## src/rtl/vga_pkg.sv

```systemverilog
// rtl/vga_pkg.sv - shared VGA timing defaults, coordinate/colour widths and pixel type
package vga_pkg;

  localparam int VGA_H_VISIBLE = 640;
  localparam int VGA_H_FP      = 16;
  localparam int VGA_H_SYNC    = 96;
  localparam int VGA_H_BP      = 48;
  localparam int VGA_H_TOTAL   = VGA_H_VISIBLE + VGA_H_FP + VGA_H_SYNC + VGA_H_BP;

  localparam int VGA_V_VISIBLE = 480;
  localparam int VGA_V_FP      = 10;
  localparam int VGA_V_SYNC    = 2;
  localparam int VGA_V_BP      = 33;
  localparam int VGA_V_TOTAL   = VGA_V_VISIBLE + VGA_V_FP + VGA_V_SYNC + VGA_V_BP;

  localparam int COORD_W = 10;
  localparam int COLOR_W = 4;

  typedef struct packed {
    logic [COLOR_W-1:0] r;
    logic [COLOR_W-1:0] g;
    logic [COLOR_W-1:0] b;
  } rgb_t;

endpackage

```

## src/rtl/vga_axis_counter.sv

```systemverilog
// rtl/vga_axis_counter.sv - one scan axis: wrapping position counter with sync and visible decode
module vga_axis_counter
  import vga_pkg::*;
#(
  parameter int TOTAL      = VGA_H_TOTAL,
  parameter int VISIBLE    = VGA_H_VISIBLE,
  parameter int SYNC_START = VGA_H_VISIBLE + VGA_H_FP,
  parameter int SYNC_LEN   = VGA_H_SYNC
) (
  input  logic               clk,
  input  logic               rst_n,
  input  logic               en,
  output logic [COORD_W-1:0] count,
  output logic               wrap,
  output logic               sync_n,
  output logic               in_visible
);

  localparam logic [COORD_W-1:0] LAST       = COORD_W'(TOTAL - 1);
  localparam logic [COORD_W-1:0] VIS_END    = COORD_W'(VISIBLE);
  localparam logic [COORD_W-1:0] SYNC_FIRST = COORD_W'(SYNC_START);
  localparam logic [COORD_W-1:0] SYNC_LAST  = COORD_W'(SYNC_START + SYNC_LEN - 1);

  // wrap is qualified by en so it can directly enable the next axis
  assign wrap = en && (count == LAST);

  always_ff @(posedge clk or negedge rst_n) begin
    if (!rst_n) begin
      count <= '0;
    end else if (en) begin
      count <= (count == LAST) ? '0 : count + 1'b1;
    end
  end

  assign sync_n     = !((count >= SYNC_FIRST) && (count <= SYNC_LAST));
  assign in_visible = (count < VIS_END);

endmodule

```

## src/rtl/vga_scan_driver.sv

```systemverilog
// rtl/vga_scan_driver.sv - VGA scan counters, blank-gated registered RGB and syncs; VGA_BORDER_TEST_EN forces a white border
module vga_scan_driver
  import vga_pkg::*;
#(
  parameter int H_VISIBLE = VGA_H_VISIBLE,
  parameter int H_FP      = VGA_H_FP,
  parameter int H_SYNC    = VGA_H_SYNC,
  parameter int H_BP      = VGA_H_BP,
  parameter int V_VISIBLE = VGA_V_VISIBLE,
  parameter int V_FP      = VGA_V_FP,
  parameter int V_SYNC    = VGA_V_SYNC,
  parameter int V_BP      = VGA_V_BP,
  parameter int CLK_DIV   = 2
) (
  input  logic               Clk,
  input  logic               Reset_n,
  input  logic [COLOR_W-1:0] Red_in,
  input  logic [COLOR_W-1:0] Green_in,
  input  logic [COLOR_W-1:0] Blue_in,
  output logic [COORD_W-1:0] DrawX,
  output logic [COORD_W-1:0] DrawY,
  output logic               pixel_en,
  output logic [COLOR_W-1:0] VGA_R,
  output logic [COLOR_W-1:0] VGA_G,
  output logic [COLOR_W-1:0] VGA_B,
  output logic               hs,
  output logic               vs,
  output logic               blank_n,
  output logic               frame_start
);

  localparam int H_TOTAL = H_VISIBLE + H_FP + H_SYNC + H_BP;
  localparam int V_TOTAL = V_VISIBLE + V_FP + V_SYNC + V_BP;
  localparam int DIV_W   = (CLK_DIV > 1) ? $clog2(CLK_DIV) : 1;
  localparam logic [DIV_W-1:0]   DIV_LAST   = DIV_W'(CLK_DIV - 1);
  localparam logic [COORD_W-1:0] Y_LAST_VIS = COORD_W'(V_VISIBLE - 1);

  logic [DIV_W-1:0] div;
  logic             h_wrap, h_sync_n, h_vis;
  logic             v_sync_n, v_vis;
  logic             vis;
  rgb_t             pix_in, pix_d, pix_q;

  // pixel_en is registered so it stays low through reset, even with CLK_DIV=1
  always_ff @(posedge Clk or negedge Reset_n) begin
    if (!Reset_n) begin
      div      <= '0;
      pixel_en <= 1'b0;
    end else begin
      div      <= (div == DIV_LAST) ? '0 : div + 1'b1;
      pixel_en <= (div == DIV_LAST);
    end
  end

  vga_axis_counter #(
    .TOTAL      (H_TOTAL),
    .VISIBLE    (H_VISIBLE),
    .SYNC_START (H_VISIBLE + H_FP),
    .SYNC_LEN   (H_SYNC)
  ) u_h_axis (
    .clk        (Clk),
    .rst_n      (Reset_n),
    .en         (pixel_en),
    .count      (DrawX),
    .wrap       (h_wrap),
    .sync_n     (h_sync_n),
    .in_visible (h_vis)
  );

  vga_axis_counter #(
    .TOTAL      (V_TOTAL),
    .VISIBLE    (V_VISIBLE),
    .SYNC_START (V_VISIBLE + V_FP),
    .SYNC_LEN   (V_SYNC)
  ) u_v_axis (
    .clk        (Clk),
    .rst_n      (Reset_n),
    .en         (h_wrap),
    .count      (DrawY),
    .wrap       (),
    .sync_n     (v_sync_n),
    .in_visible (v_vis)
  );

  assign vis    = h_vis && v_vis;
  assign pix_in = {Red_in, Green_in, Blue_in};

`ifdef VGA_BORDER_TEST_EN
  localparam logic [COORD_W-1:0] X_LAST_VIS = COORD_W'(H_VISIBLE - 1);
  logic border;
  assign border = (DrawX == '0) || (DrawX == X_LAST_VIS) || (DrawY == '0) || (DrawY == Y_LAST_VIS);
  assign pix_d  = !vis ? '0 : (border ? '1 : pix_in);
`else
  assign pix_d  = vis ? pix_in : '0;
`endif

  // colour and syncs share one register stage so they stay co-aligned
  always_ff @(posedge Clk or negedge Reset_n) begin
    if (!Reset_n) begin
      pix_q       <= '0;
      hs          <= 1'b1;
      vs          <= 1'b1;
      blank_n     <= 1'b0;
      frame_start <= 1'b0;
    end else begin
      frame_start <= h_wrap && (DrawY == Y_LAST_VIS);
      if (pixel_en) begin
        pix_q   <= pix_d;
        hs      <= h_sync_n;
        vs      <= v_sync_n;
        blank_n <= vis;
      end
    end
  end

  assign VGA_R = pix_q.r;
  assign VGA_G = pix_q.g;
  assign VGA_B = pix_q.b;

endmodule

```

## config.mk

```make
export PLATFORM = sky130hd
export DESIGN_NAME = vga_scan_driver
export DESIGN_NICKNAME = d
export VERILOG_FILES = /design/src/rtl/vga_pkg.sv /design/src/rtl/vga_axis_counter.sv /design/src/rtl/vga_scan_driver.sv
export SDC_FILE = /design/constraint.sdc
export NUM_CORES = 1
export LEC_CHECK = 0
export ABC_CLOCK_PERIOD_IN_PS = 2100
export BUFFER_PORTS_ARGS = -buffer_cell sky130_fd_sc_hd__clkbuf_2
export CORE_MARGIN = 3
export CORE_UTILIZATION = 35
export CTS_CLUSTER_SIZE = 12
export DETAILED_ROUTE_END_ITERATION = 7
export GPL_TIMING_DRIVEN = 0
export RECOVER_POWER = 100
export SYNTH_ARGS = -nofsm -noshare
export SYNTH_HDL_FRONTEND = slang
export SYNTH_SLANG_ARGS = --single-unit
```

## constraint.sdc

```tcl
create_clock -name Clk -period 2.1 [get_ports Clk]
set_input_delay 0.21 -clock Clk [delete_from_list [all_inputs] [get_ports Clk]]
set_output_delay 0.21 -clock Clk [all_outputs]
set_load 0.02 [all_outputs]
```

==> After elaboration in Yosys (flattened, before gate mapping) <==
Index checks and enable logic that the tools add are counted.
{ "totals": {"regBits": 38, "out_inout_bits": 37, "wordCells": 34} }
{ "op_classes": {"addsub": 3, "magnitude_cmp": 6, "eq_ne": 3, "mux": 4, "reduce_logical": 7} }
{ "ops": {"columns": ["op", "count"], "rows": [
  ["adder 10 x 1 -> 10 bit (second input constant)", 2],
  ["== test 10 bit (second input constant)", 2],
  ["2-to-1 mux 10 bit", 2],
  ["2-to-1 mux 12 bit", 1],
  ["== test 10 x 9 -> 1 bit (second input constant)", 1],
  ["greater-or-equal comparator 10 bit (second input constant)", 1],
  ["greater-or-equal comparator 10 x 9 -> 1 bit (second input constant)", 1],
  ["<= comparator 10 bit (second input constant)", 1],
  ["<= comparator 10 x 9 -> 1 bit (second input constant)", 1],
  ["< comparator 10 bit (second input constant)", 1],
  ["< comparator 10 x 9 -> 1 bit (second input constant)", 1],
  ["logical AND 1 bit", 5],
  ["zero test 1 bit", 2],
  ["adder 1 bit (second input constant)", 1],
  ["2-to-1 mux 1 bit", 1]
]} }

==> Logic depth before layout (Yosys ltp) <==
Gate-level depths: netlist of run 1.
{ "depth": {"depth_word": 3, "depth_mapped": 6, "ltp_nobuf": 6} }

==> Hierarchy <==
Synthesis of run 1 repeated with hierarchy kept, for this count alone.
{ "unflattened": {"hier_cells": 155, "area_unflattened_um2": 1821.7} }
{ "modules_own_cells": {"columns": ["module", "n_inst", "cells_each", "area_per_inst_um2"], "rows": [
  ["vga_scan_driver", 1, 42, 675.6],
  ["vga_axis_counter (u_v_axis)", 1, 56, 600.6],
  ["vga_axis_counter (u_h_axis)", 1, 57, 545.5]
]} }

==> Least setup slack after synthesis of run 1 <==
No wires, ideal clock.
{ "synth_path": {"kind": "flip-flop to flip-flop", "from": "register u_h_axis.count[0]", "to": "register u_v_axis.count[9]", "arrival_time_ps": 1598, "required_time_ps": 2023, "setup_slack_ps": 424, "path_stages_with_launch": 6, "period_less_slack_ps": 1676, "cell_sequence": "dfrtp_1 > ha_1 > and4_4 > nand4_4 > or4_1 > a21oi_1"} }
{ "synth_between": {"elab_chain_len": 2} }
{ "synth_lines": {"columns": ["element", "line", "rtl"], "rows": [
  ["start, declared", "vga_axis_counter.sv:13", "output logic [COORD_W-1:0] count,"],
  ["start signal, assigned", "vga_axis_counter.sv:31", "count <= (count == LAST) ? '0 : count + 1'b1;"],
  ["== test 10 bit", "vga_axis_counter.sv:25", "assign wrap = en && (count == LAST);"],
  ["logical AND 1 bit", "vga_axis_counter.sv:25", null],
  ["end signal, assigned", "vga_axis_counter.sv:31", null],
  ["end, declared", "vga_axis_counter.sv:13", null]
]} }
No other way between the ends.
A chain may end at the register's enable or synchronous reset.

==> Worst setup path in the final report of run 1 <==
Same ends and word-level chain as after synthesis.

==> flow_summary.toml, run 1 <==
[hold_path]
hold_path_class = "input port to async pin"

[setup_path]
critPathTopFamily = "simple AND/OR/NAND/NOR gates"
critPathArrivalTime_ps = 2000
path_buf_inv = 0
cp-end-kind = "flop"
crit_start = "u_h_axis.count[0]"
slowest_stage = "dfrtp_1"
rrSetupSlack_ps = 320
worstPathMaxFanout = 5
critical_path_class = "flop to flop"
cp-start-kind = "flop"
worstPathRequired_ps = 2320
rr_startpoint = "u_h_axis.count[0]"
crit_chain = "ha_1 > and4_1 > nand4_4 > or4_1 > a21oi_1"
max_stage_delay_ps = 420

[logic_synthesis]
ys_ff_latch = 38
syn-num-nets = 174
yosys.area_share.simple_pct = 22.5
synth_area_um2 = 1750
synth_compound_area_share_pct = 10.4
synth_ff_type = "dfrtp_1"
synth-async-reset-ratio_pct = 100
synth_top_family_by_area = "simple AND/OR/NAND/NOR gates"
synth_cells = 155
yosys.area_share.adder_pct = 3.57
synth.area.mux_share_pct = 0
avgSynthCellArea_um2 = 11.3
synth_edf_count = 0
synth_cell_types = 36
synth_xor_area_share_pct = 6.50
yosys_warnings = 0
yosysSeqAreaShare_pct = 54.4

[sta]
fin_crit_ps = 1780
final.period_utilization_pct = 85.0
finalSetupTns_ps = 0
setup_viol = 0
final_hold_viol_count = 0
hold_slack_ps = 53.0
timing.fmax_mhz = 560
drv_slew = 0
rsz0062_at_grt = "no"
fin_ws_ps = 315
relSlewSlack_pct = 37.5
finClkSkew_ps = 4.17
tightest_slew_ps = 937

[job]
cap_violations = 0

[global_route]
grt.overflow.total = 0
antenna_found_initial = 0
first_global_vias = 1344
grt_max_degree = 39
track_usage_pct = 13.9
grt_pass1_wl_um = 6520

[cts]
cts.htree.levels = 2
cts.root.buffer_cell = "clkbuf_8"
cts_tree = "done"
clk_latency_ps = 290
path_clk_slew_ps = 80
cts_hold_buf = 0
numCtsBuffers = 5
clock_sinks = 38
clockBufferDepth = 2
postCtsResizedCells = 0
cts_setup_buffers = 0

[floorplan]
core-area_um2 = 4790
dieWidth_um = 76.7
die_area_um2 = 5890
io_pins = 51
die_h_um = 76.7
start_util_pct = 36.6
fp-row-count = 25

[run_status]
status = "completed"

[routing]
viasPerCell = 4.98
drc_errors = 0
dr.pass1.iters = 4
drtIter0Drc = 77
antenna_left = 0
vias = 1394
drt_wl_total_um = 3880
wire_per_inst_um = 13.9

[placed_design]
globalplace.congestion = 0.750
hpwl_um = 2790
dpl.cell_count = 272
pre_cts_ws_ps = 392
io_buffers = 50

[finish]
final_cells = 280
multiInputGateArea_um2 = 739
drive_gt1_share_pct = 15.0
seq_area_um2 = 953
layout.nets = 231
synthToLayoutAreaGrowth_pct = 21.1
n_fill_cell = 484
diodes = 0

[pwr]
leakage_nw = 0.903
p_total_w = 0.00133
cellPowerDensity_nw_per_um2 = 628
ir_worst_vdd_mv = 0.274
report_power, final:
| part | internal (W) | leakage (nW) | switching [W] |
|---|---|---|---|
| sequential | 0.000743 | 0.477 | 0.00000661 |
| combinational | 0.0000227 | 0.380 | 0.0000389 |
| clock | 0.000264 | 0.0472 | 0.000258 |
layout by cell type (no fill, tap or decap), drive strengths merged, types with 5 or more instances in the layout:
| cell | count |
|---|---|
| clkbuf | 57 |
| dfrtp | 36 |
| a22o | 12 |
| nor2 | 12 |
| nand2 | 10 |
| nand3 | 9 |
| o21ai | 8 |
| nand4 | 8 |
| xnor2 | 7 |
| nor3 | 7 |
| inv | 6 |
| xor2 | 6 |
| ha | 5 |
state kept, by name, indices dropped and copies added (netlist names):
register,cells
VGA_B,4
u_h_axis.count,10
u_v_axis.count,10
blank_n,1
pixel_en,1
hs,1
frame_start,1
vs,1
div,1
VGA_R,4
VGA_G,4
cells in the mapped netlist (2+ instances only):
cell type  number  share of area [%]
xor2_1          6                3.0
nand3_1         9                2.6
buf_4           2               0.86
nor3_1          6                1.7
xnor2_1         7                3.5
inv_1           6                1.3
and3_1          2               0.71
ha_1            5                3.6
a21oi_1         3               0.86
and4_2          2                1.1
a22o_1         12                6.0
nand2_1        10                2.1
nor2_1         11                2.4
dfrtp_1        36                 51
nand4_1         7                2.5
o21ai_0         8                2.3
dfstp_2         2                3.0
nor4_1          3                1.1
final cells by class:
class	instances	share of cell area [%]
inverter	6	1.06
buffer	4	1.12
sequential	38	44.9
tap	67	3.95
clock inverter	2	0.590
multi-input combinational	107	34.8
timing repair buffer	50	9.61
clock buffer	6	3.89
worst register-to-register path, stage by stage (launching register included):
cell	delay (ps)
dfrtp_1	420
ha_1	230
and4_1	360
nand4_4	160
or4_1	410
a21oi_1	150
stage by stage:
step,instance area (µm²),utilization (%)
after CTS,2180,45.6
after global routing,2120,44.3
final,2120,44.3
after detailed placement,2090,43.6
after global placement,2090,43.6
after floorplan,1750,-
worst paths after layout:
kind,endpoint,cells past startpoint
max,u_v_axis.count[9],5
min,VGA_R[2],1
max reg2reg,u_v_axis.count[9],5
min reg2reg,pixel_en,0
max in group asynchronous,u_v_axis.count[3],1
min in group Clk,VGA_R[2],2
cell families after synthesis:
group                      after synthesis
AOI/OAI and AO/OA                       26
xor gates and xnor gates                13
adders and majority gates                5
buffers and inverters                   10
DFF                                     38
and+or+nand+nor                         63
layer usage:
layer | part of all wire (%) | vias up | track usage [%]
met5 | 0 | - | 0
met1 | 45 | 689 | 17.7
li1 | - | 674 | -
met2 | 49 | 25 | 22.1
met3 | 4.1 | 6 | 3.76
met4 | 1.4 | 0 | 5.62
Note: power is estimated with default switching activity, not from simulation.
==> run 2: changes to the inputs <==
--- a/config.mk
+++ b/config.mk
@@ -5,7 +5,7 @@
 export SDC_FILE = /design/constraint.sdc
 export NUM_CORES = 1
 export LEC_CHECK = 0
-export ABC_CLOCK_PERIOD_IN_PS = 2100
+export ABC_CLOCK_PERIOD_IN_PS = 1600
 export BUFFER_PORTS_ARGS = -buffer_cell sky130_fd_sc_hd__clkbuf_2
 export CORE_MARGIN = 3
 export CORE_UTILIZATION = 35
==> constraint.sdc (replaced) <==
create_clock -name Clk -period 1.6 [get_ports Clk]
set_input_delay 0.16 -clock Clk [delete_from_list [all_inputs] [get_ports Clk]]
set_output_delay 0.16 -clock Clk [all_outputs]
set_load 0.02 [all_outputs]
==> run 2 against run 1 <==
Compared with the run above: the flow now finishes with violations (hold timing); final cell count up 2.9%; combinational power up 32%; clock power up 60%; first-iteration DRC count up 30%.
==> flow_summary.toml, run 2 (same netlist as run 1, synthesis figures left out) <==
[run_status]
status = "finished with violations"
violations = "hold timing"

[placed_design]
dpl.cell_count = 272
place_area_um2 = 2090
globalplace.congestion = 0.761
pre_cts_ws_ps = -91.8
hpwl_um = 2800
io_buffers = 50

[routing]
dr.pass1.iters = 4
route.met3.wl_um = 181
vias = 1428
antenna_left = 0
wl_met1_um = 1830
drt_wl_total_um = 4060
drtIter0Drc = 100
routed.top_layer = "met4"
wire_per_inst_um = 14.1
viasPerCell = 4.96
dr_wl_met2_um = 2010
drc_errors = 0

[sta]
hold_slack_ps = -1.63
fin_ws_ps = 62.1
final.period_utilization_pct = 96.1
setup_viol = 0
finClkSkew_ps = 5.64
drv_slew = 0
relSlewSlack_pct = 38.1
rsz0062_at_grt = "no"
tightest_slew_ps = 928
final_hold_viol_count = 1
timing.fmax_mhz = 650
fin_crit_ps = 1540

[global_route]
first_global_vias = 1360
grt.overflow.total = 0
track_usage_pct = 14.1
grt_max_degree = 39
antenna_found_initial = 0
grt_pass1_wl_um = 6640

[setup_path]
critical_path_class = "flop to flop"
worstPathRequired_ps = 1810
cp-end-kind = "flop"
cp-start-kind = "flop"
critPathArrivalTime_ps = 1750
worstPathMaxFanout = 5

[floorplan]
dieWidth_um = 76.7
start_util_pct = 36.6
fp-row-count = 25
die_h_um = 76.7
core-area_um2 = 4790
io_pins = 51
die_area_um2 = 5890

[finish]
layout_common_cells = "clkbuf_1 (37), dfrtp_1 (32), clkbuf_2 (15), a22o_1 (12), buf_4 (11)"
diodes = 0
post-route-cell-area_um2 = 2260
reg.largest.list = "u_h_axis.count: 10 flops, u_v_axis.count: 10 flops"
layout_commonest_cell = "clkbuf_1"
drive_gt1_share_pct = 24.4
layout.nets = 239
synthToLayoutAreaGrowth_pct = 29.1
final_cells = 288

[cts]
cts.root.buffer_cell = "clkbuf_8"
numCtsBuffers = 5
cts_tree = "done"
path_clk_slew_ps = 70
clk_latency_ps = 290
cts_hold_buf = 0
cts.htree.levels = 2
clockBufferDepth = 2
clock_sinks = 38

[hold_path]
hold_path_class = "input port to async pin"

[pwr]
cellPowerDensity_nw_per_um2 = 841
p_total_w = 0.00190
ir_worst_vdd_mv = 0.408
leakage_nw = 0.956

[job]
cap_violations = 0
## run 2: critical path, cell delays in order, from the launching register on
cell and delay [ps]:
dfrtp_2 440, and4b_4 370, nand4_4 120, or4_1 410, a21oi_1 130
## run 2: final cells by class
type	instances	area (µm²)
inverter	6	22.5
multi-input combinational	107	787
clock buffer	7	86.3
clock inverter	1	30.0
buffer	4	27.5
fill	478	2520
tap	67	83.8
timing repair buffer	58	265
sequential	38	958
## run 2: worst paths after layout
path | startpoint | end | slack (ps) | cells after the start
max | u_h_axis.count[7] | u_v_axis.count[9] | 60 | 4
min | Reset_n | VGA_G[2] | -2 | 1
max reg2reg | u_h_axis.count[7] | u_v_axis.count[9] | 60 | 4
min reg2reg | div | pixel_en | 380 | 0
max in group asynchronous | Reset_n | u_v_axis.count[1] | 960 | 1
min in group Clk | Green_in[0] | VGA_G[0] | 80 | 2
## run 2: timing repair
action                                  in CTS  in global routing
resized for setup                            2                 11
gates cloned                                 0                  0
hold endpoints to repair                     0                  0
buffers inserted                             6                  2
endpoints found under the setup margin      14                 15
pin swaps                                    1                  3
## run 2: report_power, final
group	leakage [nW]	switching, W	internal, W
Sequential	0.470	0.00000848	0.000976
Clock	0.0585	0.000328	0.000508
Combinational	0.428	0.0000513	0.0000298
## run 2: metrics by stage
| stage | util [%] | setup TNS [ps] |
|---|---|---|
| after floorplan | - | 0 |
| after global placement | 43.7 | -866 |
| after detailed placement | 43.7 | -831 |
| after CTS | 47.2 | 0 |
| after global routing | 47.2 | 0 |
| final | 47.2 | 0 |
## run 2: per-layer routing
metal | up-vias | track usage [%]
met5 | - | 0
met4 | 0 | 4.35
met3 | 5 | 3.76
met2 | 27 | 22.4
met1 | 705 | 18.7
li1 | 691 | -
